## src/rtl/stream_frame_arbiter.sv

```systemverilog
// stream_frame_arbiter: merges two AXI4-Stream video sources into a single
// registered output slice. Ownership changes only at frame boundaries
// (line-count based) and alternates round-robin between the sources.
// Optional build macro FRAME_TIMEOUT_EN: adds the TIMEOUT parameter, a
// watchdog on the granted source and the timeout_err pulse output.
module stream_frame_arbiter #(
    parameter int DATA_W     = 24,
    parameter int LINE_CNT_W = 12
`ifdef FRAME_TIMEOUT_EN
    ,
    parameter int TIMEOUT    = 65535
`endif
) (
    input  logic                  clk,
    input  logic                  resetn,
    input  logic [LINE_CNT_W-1:0] frame_lines,
    input  logic [DATA_W-1:0]     s0_tdata,
    input  logic [7:0]            s0_tuser,
    input  logic                  s0_tlast,
    input  logic                  s0_tvalid,
    output logic                  s0_tready,
    input  logic [DATA_W-1:0]     s1_tdata,
    input  logic [7:0]            s1_tuser,
    input  logic                  s1_tlast,
    input  logic                  s1_tvalid,
    output logic                  s1_tready,
    output logic [DATA_W-1:0]     m_tdata,
    output logic [7:0]            m_tuser,
    output logic                  m_tlast,
    output logic                  m_tvalid,
    input  logic                  m_tready,
    output logic [1:0]            grant,
    output logic                  frame_done,
    output logic [15:0]           drop_cnt
`ifdef FRAME_TIMEOUT_EN
    ,
    output logic                  timeout_err
`endif
);

    typedef enum logic [1:0] {
        IDLE = 2'd0,
        GNT0 = 2'd1,
        GNT1 = 2'd2
    } state_t;

    state_t                state_q, state_d;
    logic                  ptr_q, ptr_d;
    logic [LINE_CNT_W-1:0] lines_lat_q, lines_lat_d;
    logic [LINE_CNT_W-1:0] line_cnt_q, line_cnt_d;
    logic                  m_tvalid_q, m_tvalid_d;
    logic [DATA_W-1:0]     m_tdata_q, m_tdata_d;
    logic [7:0]            m_tuser_q, m_tuser_d;
    logic                  m_tlast_q, m_tlast_d;
    logic                  frame_done_q, frame_done_d;
    logic [15:0]           drop_cnt_q, drop_cnt_d;
`ifdef FRAME_TIMEOUT_EN
    logic [15:0]           wdog_q, wdog_d;
    logic                  timeout_err_q, timeout_err_d;
`endif

    logic                  sof0, sof1, drop0, drop1;
    logic                  slice_free;
    logic                  src_valid, src_last;
    logic [DATA_W-1:0]     src_data;
    logic [7:0]            src_user;
    logic                  accept;
    logic                  last_line;

    // Adds 0..2 dropped beats to the counter, pinning at all-ones.
    function automatic logic [15:0] sat_add16(input logic [15:0] a, input logic [1:0] b);
        logic [16:0] s;
        s = {1'b0, a} + {15'b0, b};
        return s[16] ? 16'hFFFF : s[15:0];
    endfunction

    assign sof0  = s0_tvalid && s0_tuser[0];
    assign sof1  = s1_tvalid && s1_tuser[0];
    assign drop0 = s0_tvalid && !s0_tuser[0];
    assign drop1 = s1_tvalid && !s1_tuser[0];

    // The slice can take a beat when empty or when its content leaves this cycle.
    assign slice_free = !m_tvalid_q || m_tready;

    // Granted-source view; only meaningful in GNT0/GNT1.
    assign src_valid = (state_q == GNT1) ? s1_tvalid : s0_tvalid;
    assign src_last  = (state_q == GNT1) ? s1_tlast  : s0_tlast;
    assign src_data  = (state_q == GNT1) ? s1_tdata  : s0_tdata;
    assign src_user  = (state_q == GNT1) ? s1_tuser  : s0_tuser;
    assign accept    = (state_q != IDLE) && src_valid && slice_free;
    assign last_line = (line_cnt_q == lines_lat_q - LINE_CNT_W'(1));

    // While idle, non-SOF beats are swallowed to resync a source; SOF beats wait.
    assign s0_tready = (state_q == IDLE) ? !s0_tuser[0] : ((state_q == GNT0) && slice_free);
    assign s1_tready = (state_q == IDLE) ? !s1_tuser[0] : ((state_q == GNT1) && slice_free);

    assign m_tdata    = m_tdata_q;
    assign m_tuser    = m_tuser_q;
    assign m_tlast    = m_tlast_q;
    assign m_tvalid   = m_tvalid_q;
    assign grant      = {state_q == GNT1, state_q == GNT0};
    assign frame_done = frame_done_q;
    assign drop_cnt   = drop_cnt_q;
`ifdef FRAME_TIMEOUT_EN
    assign timeout_err = timeout_err_q;
`endif

    // Next-state: grant decision, frame line counting and output slice loading.
    always_comb begin
        state_d      = state_q;
        ptr_d        = ptr_q;
        lines_lat_d  = lines_lat_q;
        line_cnt_d   = line_cnt_q;
        m_tvalid_d   = m_tvalid_q;
        m_tdata_d    = m_tdata_q;
        m_tuser_d    = m_tuser_q;
        m_tlast_d    = m_tlast_q;
        frame_done_d = 1'b0;
        drop_cnt_d   = drop_cnt_q;
`ifdef FRAME_TIMEOUT_EN
        wdog_d        = wdog_q;
        timeout_err_d = 1'b0;
`endif
        if (state_q == IDLE) begin
            drop_cnt_d = sat_add16(drop_cnt_q, {1'b0, drop0} + {1'b0, drop1});
            // A frame's last beat may still be draining after the grant ended.
            if (m_tvalid_q && m_tready) begin
                m_tvalid_d = 1'b0;
            end
            if (sof0 || sof1) begin
                // ptr_q == 0 favours source 0 on a tie.
                state_d     = (sof0 && (!sof1 || !ptr_q)) ? GNT0 : GNT1;
                lines_lat_d = (frame_lines == '0) ? LINE_CNT_W'(1) : frame_lines;
                line_cnt_d  = '0;
`ifdef FRAME_TIMEOUT_EN
                wdog_d      = '0;
`endif
            end
        end else begin
            if (accept) begin
                m_tvalid_d = 1'b1;
                m_tdata_d  = src_data;
                m_tuser_d  = src_user;
                m_tlast_d  = src_last;
                if (src_last) begin
                    if (last_line) begin
                        frame_done_d = 1'b1;
                        state_d      = IDLE;
                        ptr_d        = (state_q == GNT0);
                    end else begin
                        line_cnt_d = line_cnt_q + LINE_CNT_W'(1);
                    end
                end
            end else if (m_tvalid_q && m_tready) begin
                m_tvalid_d = 1'b0;
            end
`ifdef FRAME_TIMEOUT_EN
            // Only source starvation advances the watchdog; backpressure does not.
            if (accept) begin
                wdog_d = '0;
            end else if (!src_valid) begin
                if (wdog_q == 16'(TIMEOUT - 1)) begin
                    timeout_err_d = 1'b1;
                    state_d       = IDLE;
                    ptr_d         = (state_q == GNT0);
                    wdog_d        = '0;
                end else begin
                    wdog_d = wdog_q + 16'd1;
                end
            end
`endif
        end
    end

    // State and output slice registers with synchronous active-low reset.
    always_ff @(posedge clk) begin
        if (!resetn) begin
            state_q      <= IDLE;
            ptr_q        <= 1'b0;
            lines_lat_q  <= LINE_CNT_W'(1);
            line_cnt_q   <= '0;
            m_tvalid_q   <= 1'b0;
            m_tdata_q    <= '0;
            m_tuser_q    <= '0;
            m_tlast_q    <= 1'b0;
            frame_done_q <= 1'b0;
            drop_cnt_q   <= '0;
`ifdef FRAME_TIMEOUT_EN
            wdog_q        <= '0;
            timeout_err_q <= 1'b0;
`endif
        end else begin
            state_q      <= state_d;
            ptr_q        <= ptr_d;
            lines_lat_q  <= lines_lat_d;
            line_cnt_q   <= line_cnt_d;
            m_tvalid_q   <= m_tvalid_d;
            m_tdata_q    <= m_tdata_d;
            m_tuser_q    <= m_tuser_d;
            m_tlast_q    <= m_tlast_d;
            frame_done_q <= frame_done_d;
            drop_cnt_q   <= drop_cnt_d;
`ifdef FRAME_TIMEOUT_EN
            wdog_q        <= wdog_d;
            timeout_err_q <= timeout_err_d;
`endif
        end
    end

endmodule

```

## config.mk

```make
export PLATFORM = sky130hd
export DESIGN_NAME = stream_frame_arbiter
export DESIGN_NICKNAME = d
export VERILOG_FILES = /design/src/rtl/stream_frame_arbiter.sv
export SDC_FILE = /design/constraint.sdc
export NUM_CORES = 1
export LEC_CHECK = 0
export ABC_AREA = 1
export ABC_CLOCK_PERIOD_IN_PS = 2600
export CAP_MARGIN = 20
export CORE_ASPECT_RATIO = 0.6
export CORE_MARGIN = 1
export CORE_UTILIZATION = 35
export CTS_CLUSTER_SIZE = 30
export DETAILED_ROUTE_END_ITERATION = 10
export DONT_BUFFER_PORTS = 1
export PLACE_DENSITY_LB_ADDON = 0.3
export SYNTH_ARGS = -nofsm -noshare
export SYNTH_HDL_FRONTEND = slang
export SYNTH_SLANG_ARGS = --single-unit
```

## constraint.sdc

```tcl
create_clock -name clk -period 2.6 [get_ports clk]
set_input_delay 0.26 -clock clk [delete_from_list [all_inputs] [get_ports clk]]
set_output_delay 0.26 -clock clk [all_outputs]
set_load 0.01 [all_outputs]
```

* Word-level counts from Yosys, hierarchy flattened
Index checks and enable logic that the tools add are counted.
** Cells by class
- Add/sub/neg operators :: 4
- Equal/unequal tests :: 5
- Mux-type cells :: 23
- Bitwise operators :: 4
- Reductions and logical operators :: 30
** Operators by type and width (count)
- 2-to-1 mux 12 bit :: 6
- 2-to-1 mux 24 bit :: 1
- adder 16 x 2 -> 17 bit :: 1
- 2-to-1 mux 16 bit :: 1
- adder 12 x 1 -> 12 bit (second input constant) :: 1
- == test 12 bit :: 1
- zero test 12 bit :: 1
- 2-to-1 mux 2 bit :: 6
- AND reduction 4 bit :: 3
- subtractor 12 x 1 -> 12 bit (second input constant) :: 1
- logical AND 1 bit :: 10
- 2-to-1 mux 1 bit :: 8
- 2-to-1 mux 8 bit :: 1
- nonzero test 2 bit :: 4
- zero test 1 bit :: 5
- inequality test 2 x 1 -> 1 bit (second input constant) :: 2
- inverter 1 bit :: 4
- AND reduction 2 bit :: 2
- OR reduction 4 bit :: 1
- logical OR 1 bit :: 3
- adder 1 x 1 -> 2 bit :: 1
- == test 2 x 1 -> 1 bit (second input constant) :: 1
- == test 2 bit (second input constant) :: 1
- zero test 2 bit :: 1
** Word-level totals
- Register bits after elaboration :: 78
- Input bits :: 83
- Output and inout port bits :: 55
- Logic and storage cells :: 76

* Longest topological paths before layout
- Depth in word-level cells :: 7
- Depth in mapped cells :: 15
- Depth with buffers taken out :: 15

* Least setup slack after synthesis
No wires, ideal clock.
- Kind :: reg-to-reg
- Start :: register drop_cnt_q[0] (netlist: drop_cnt[0])
- End :: register drop_cnt_q[10] (netlist: drop_cnt[10])
- Library setup time :: 0.070 ns
- Data arrival time :: 1.917 ns
- Required time :: 2.530 ns
- Slack :: 0.613 ns
- Stages on the path, launching flop included :: 13
- Buffers on the path :: 0
- Clock period less this slack :: 1.987 ns
- Path through :: dfxtp_1 inv_1 fa_1 inv_1 ha_1 nand2_1 nor2_1 nand3_1 inv_1 nand4_1 nor2_1 nand2_1 a21oi_1
** Between the ends
- Cells in the longest elaborated chain, start to end :: 2
** RTL lines
- start, declared :: line 56 : logic [15:0] drop_cnt_q, drop_cnt_d;
- start signal, assigned :: line 202 : drop_cnt_q <= drop_cnt_d;
- adder 16 x 2 -> 17 bit :: line 73 : s = {1'b0, a} + {15'b0, b};
- 2-to-1 mux 16 bit :: line 74 : return s[16] ? 16'hFFFF : s[15:0];
Every way passes these cells.
A chain may end at the register's enable or synchronous reset.

* Worst setup path in the final report
- Start :: register drop_cnt_q[0] (netlist: drop_cnt[0])
- End :: register drop_cnt_q[13] (netlist: drop_cnt[13])
The elaborated chain is that of the path after synthesis.

==> impl_metrics.tcl <==
set metrics [dict create \
    avgRoutedWirePerCell_um 14.4 \
    clkPwrFrac 0.393 \
    h-tree-depth 3 \
    crit_end "drop_cnt[13]" \
    overflow 0 \
    nFillCells 1181 \
    synth_top_family_by_area "simple AND/OR/NAND/NOR gates" \
    grt_antenna_before_repair 0 \
    num_vias 3931 \
    die_y_um 86.0 \
    setup_tns_ps 0 \
    rsz0062_at_grt "false" \
    ys_ff_latch 78 \
    worst_ep_required_time_ps 2880 \
    area_delta_synth_final_pct 10.5 \
    final.min_clock_period_ps 2270 \
    diodes 0 \
    cellPowerDensity_nw_per_um2 660 \
    synth.top_cell.area_share 0.379 \
    cts_buffer_depth 2 \
    crit_type "reg -> reg" \
    cts_root_buf "clkbuf_16" \
    peakVddDrop_mv 0.384 \
    antenna_left 0 \
    remaining_drc_errors 0 \
    ys_seq_area_frac 0.379 \
    port_buffers 0 \
    post_cts_buffers 0 \
    synthArstFlopShare 0 \
    yosys_most_used_dff "dfxtp_1" \
    core_area_um2 11400 \
    tightest_slew_ps 573 \
    finalSetupViolCount 0 \
    slowest_stage "dfxtp_1" \
    critical_path_depth 10 \
    outcome "finished clean" \
    fin_area_um2 4550 \
    place_area_um2 4270 \
    p_sw_frac 0.293 \
    rows 30 \
    crit_path_start "drop_cnt[0]" \
    synth_xor_area_frac 0.0425 \
    grt_max_degree 66 \
    clock-skew-final_ps 6.06 \
    die-area_um2 12200 \
    synth_area_leaders "dfxtp_1, nand2_1, o21ai_0, inv_1, a31oi_1" \
    maxCapViolCount 0 \
    synthMuxAreaShare 0.00243 \
    slew_viol_final 0 \
    synthesis.instances 603 \
    ys_top_cells_by_count "nand2_1, dfxtp_1, inv_1" \
    max_slew_margin 0.615 \
    syn_nets 690 \
    setup.worst_path.end_class "flop" \
    grt_pass1_vias 3765 \
    arrival_ps 2550 \
    numCtsBuffers 9 \
    cp_cell_sequence "inv_1 -> fa_1 -> inv_1 -> ha_1 -> nand2_1 -> nor3_1 -> nand3_1 -> nand3_1 -> nand2_1 -> inv_1" \
    dieWidth_um 142 \
    avgViaCountPerCell 5.17 \
    synth.most_common_cell "nand2_1" \
    yosys.area_share.simple 0.323 \
    ctsResizeCount 0 \
    rr_endpoint "drop_cnt[13]" \
    p_comb_frac 0.149 \
    numClockSinks 78 \
    synth-edff-count 0 \
    cp_max_fo 11 \
    dp_hpwl_um 8260 \
    r2r-start "drop_cnt[0]" \
    synth_top_cell_by_area "dfxtp_1" \
    nets 683 \
    crit_top_cell "inv_1" \
    synth_compound_area_frac 0.153 \
    synth_area_um2 4120 \
    cts_tree "done" \
    synthAdderAreaFrac 0.0140 \
    grt_pass1_wl_um 18500 \
    ys_warn_count 0 \
    ctsHoldBuffers 0 \
    hold_path_class "in -> reg" \
    drt-initial-drc-count 236 \
    synth_area_per_cell_um2 6.83 \
    ff2ff_setup_slack_ps 330 \
    io_pins 138 \
    finalCritPeriodShare 0.873 \
    place_congestion 0.866 \
    p_sw_uw 880 \
    hold_viol 0 \
    drt_wl_total_um 11000 \
    first_pass_iters 5 \
    critPathMaxStageDelay_ps 420 \
    worstSkewPairLatency_ps 330 \
    critPathBufInv 3 \
    start_util 0.362 \
    synth_cell_types 34 \
    p_seq_frac 0.458 \
    track_usage 0.193 \
    drive_gt1_frac 0.0815 \
    clk_pin_slew_ps 60 \
    fmax_ghz 0.441 \
    worst_setup_path_start_kind "flop" \
    reg2reg_depth 10 \
    path_delay_family "simple AND/OR/NAND/NOR gates" \
    p_leak_uw 0.00184 \
    p_int_uw 2120 \
]
worst register-to-register path, cell delays in order (launching register included):
cell	delay, ps
dfxtp_1	420
inv_1	90
fa_1	420
inv_1	80
ha_1	160
nand2_1	90
nor3_1	250
nand3_1	380
nand3_1	220
nand2_1	60
inv_1	40
layer usage:
layer  routed length, µm  up-vias  GRT usage
met3                1060       12     0.0715
met1                5440     1780      0.263
li1                    -     1983          -
met4                 124        0     0.0577
met5                   0        -          0
met2                4360      156      0.281
cells in the final DEF (no fill, tap or decap), types with 4 or more instances in the layout:
cell	n
o21ai_0	45
nand4_1	17
nand2_2	6
inv_1	58
dfxtp_1	78
xnor2_1	5
nor2_4	4
nor2_2	5
clkbuf_16	9
nor2_1	46
or2_2	4
nor4_1	6
nand3_1	39
a31oi_1	34
xor2_1	15
nor3_1	7
buf_4	8
a21oi_1	28
inv_2	4
nand2_1	152
per-stage QoR:
step,std cells,util,hold WS (ps),setup slack (ps),total power (µW)
floorplan,603,-,373,613,1740
global placement,745,0.375,384,400,1840
detailed placement,745,0.375,381,331,1840
CTS,761,0.400,29.4,327,3040
global route,761,0.400,40.8,38.8,3170
finish,761,0.400,50.5,330,3000
power groups by stage:
stage / Combinational, µW / Clock (µW) / Sequential [µW]
floorplan: 364 / 0 / 1380
global placement: 436 / 0 / 1400
detailed placement: 447 / 0 / 1400
CTS: 449 / 1220 / 1370
global route: 514 / 1280 / 1380
finish: 448 / 1180 / 1370
kinds of logic after synthesis:
| logic type | Yosys count |
|---|---|
| AOI/OAI and AO/OA | 114 |
| xor gates and xnor gates | 20 |
| adders and majority gates | 4 |
| buffers and inverters | 91 |
| DFF | 78 |
| muxes | 1 |
| and+or+nand+nor | 295 |
flip-flops by register name, summed over array words and instances, names as in the netlist:
register	cells
line_cnt_q	12
m_tvalid	1
state_q	2
drop_cnt	16
frame_done	1
ptr_q	1
m_tuser	8
lines_lat_q	12
m_tdata	24
m_tlast	1
layout make-up:
type                            count  area, µm²  area share
Multi-Input combinational cell    434       2200       0.485
Inverter                           65        244      0.0536
Clock inverter                      3       18.8     0.00413
Timing Repair Buffer                8       60.1      0.0132
Sequential cell                    78       1560       0.343
Tap cell                          160        200      0.0440
Clock buffer                       13        260      0.0572
how the worst min path moves through the flow:
stage | startpoint | to | slack, ps | cells after the start
finish | resetn | drop_cnt[15] | 50 | 2
detailed placement | resetn | drop_cnt[15] | 380 | 2
global route | resetn | drop_cnt[13] | 40 | 2
floorplan | frame_lines[4] | lines_lat_q[4] | 370 | 2
global placement | resetn | drop_cnt[13] | 380 | 2
CTS | resetn | drop_cnt[13] | 30 | 2
(Power assumes the default switching activity.)
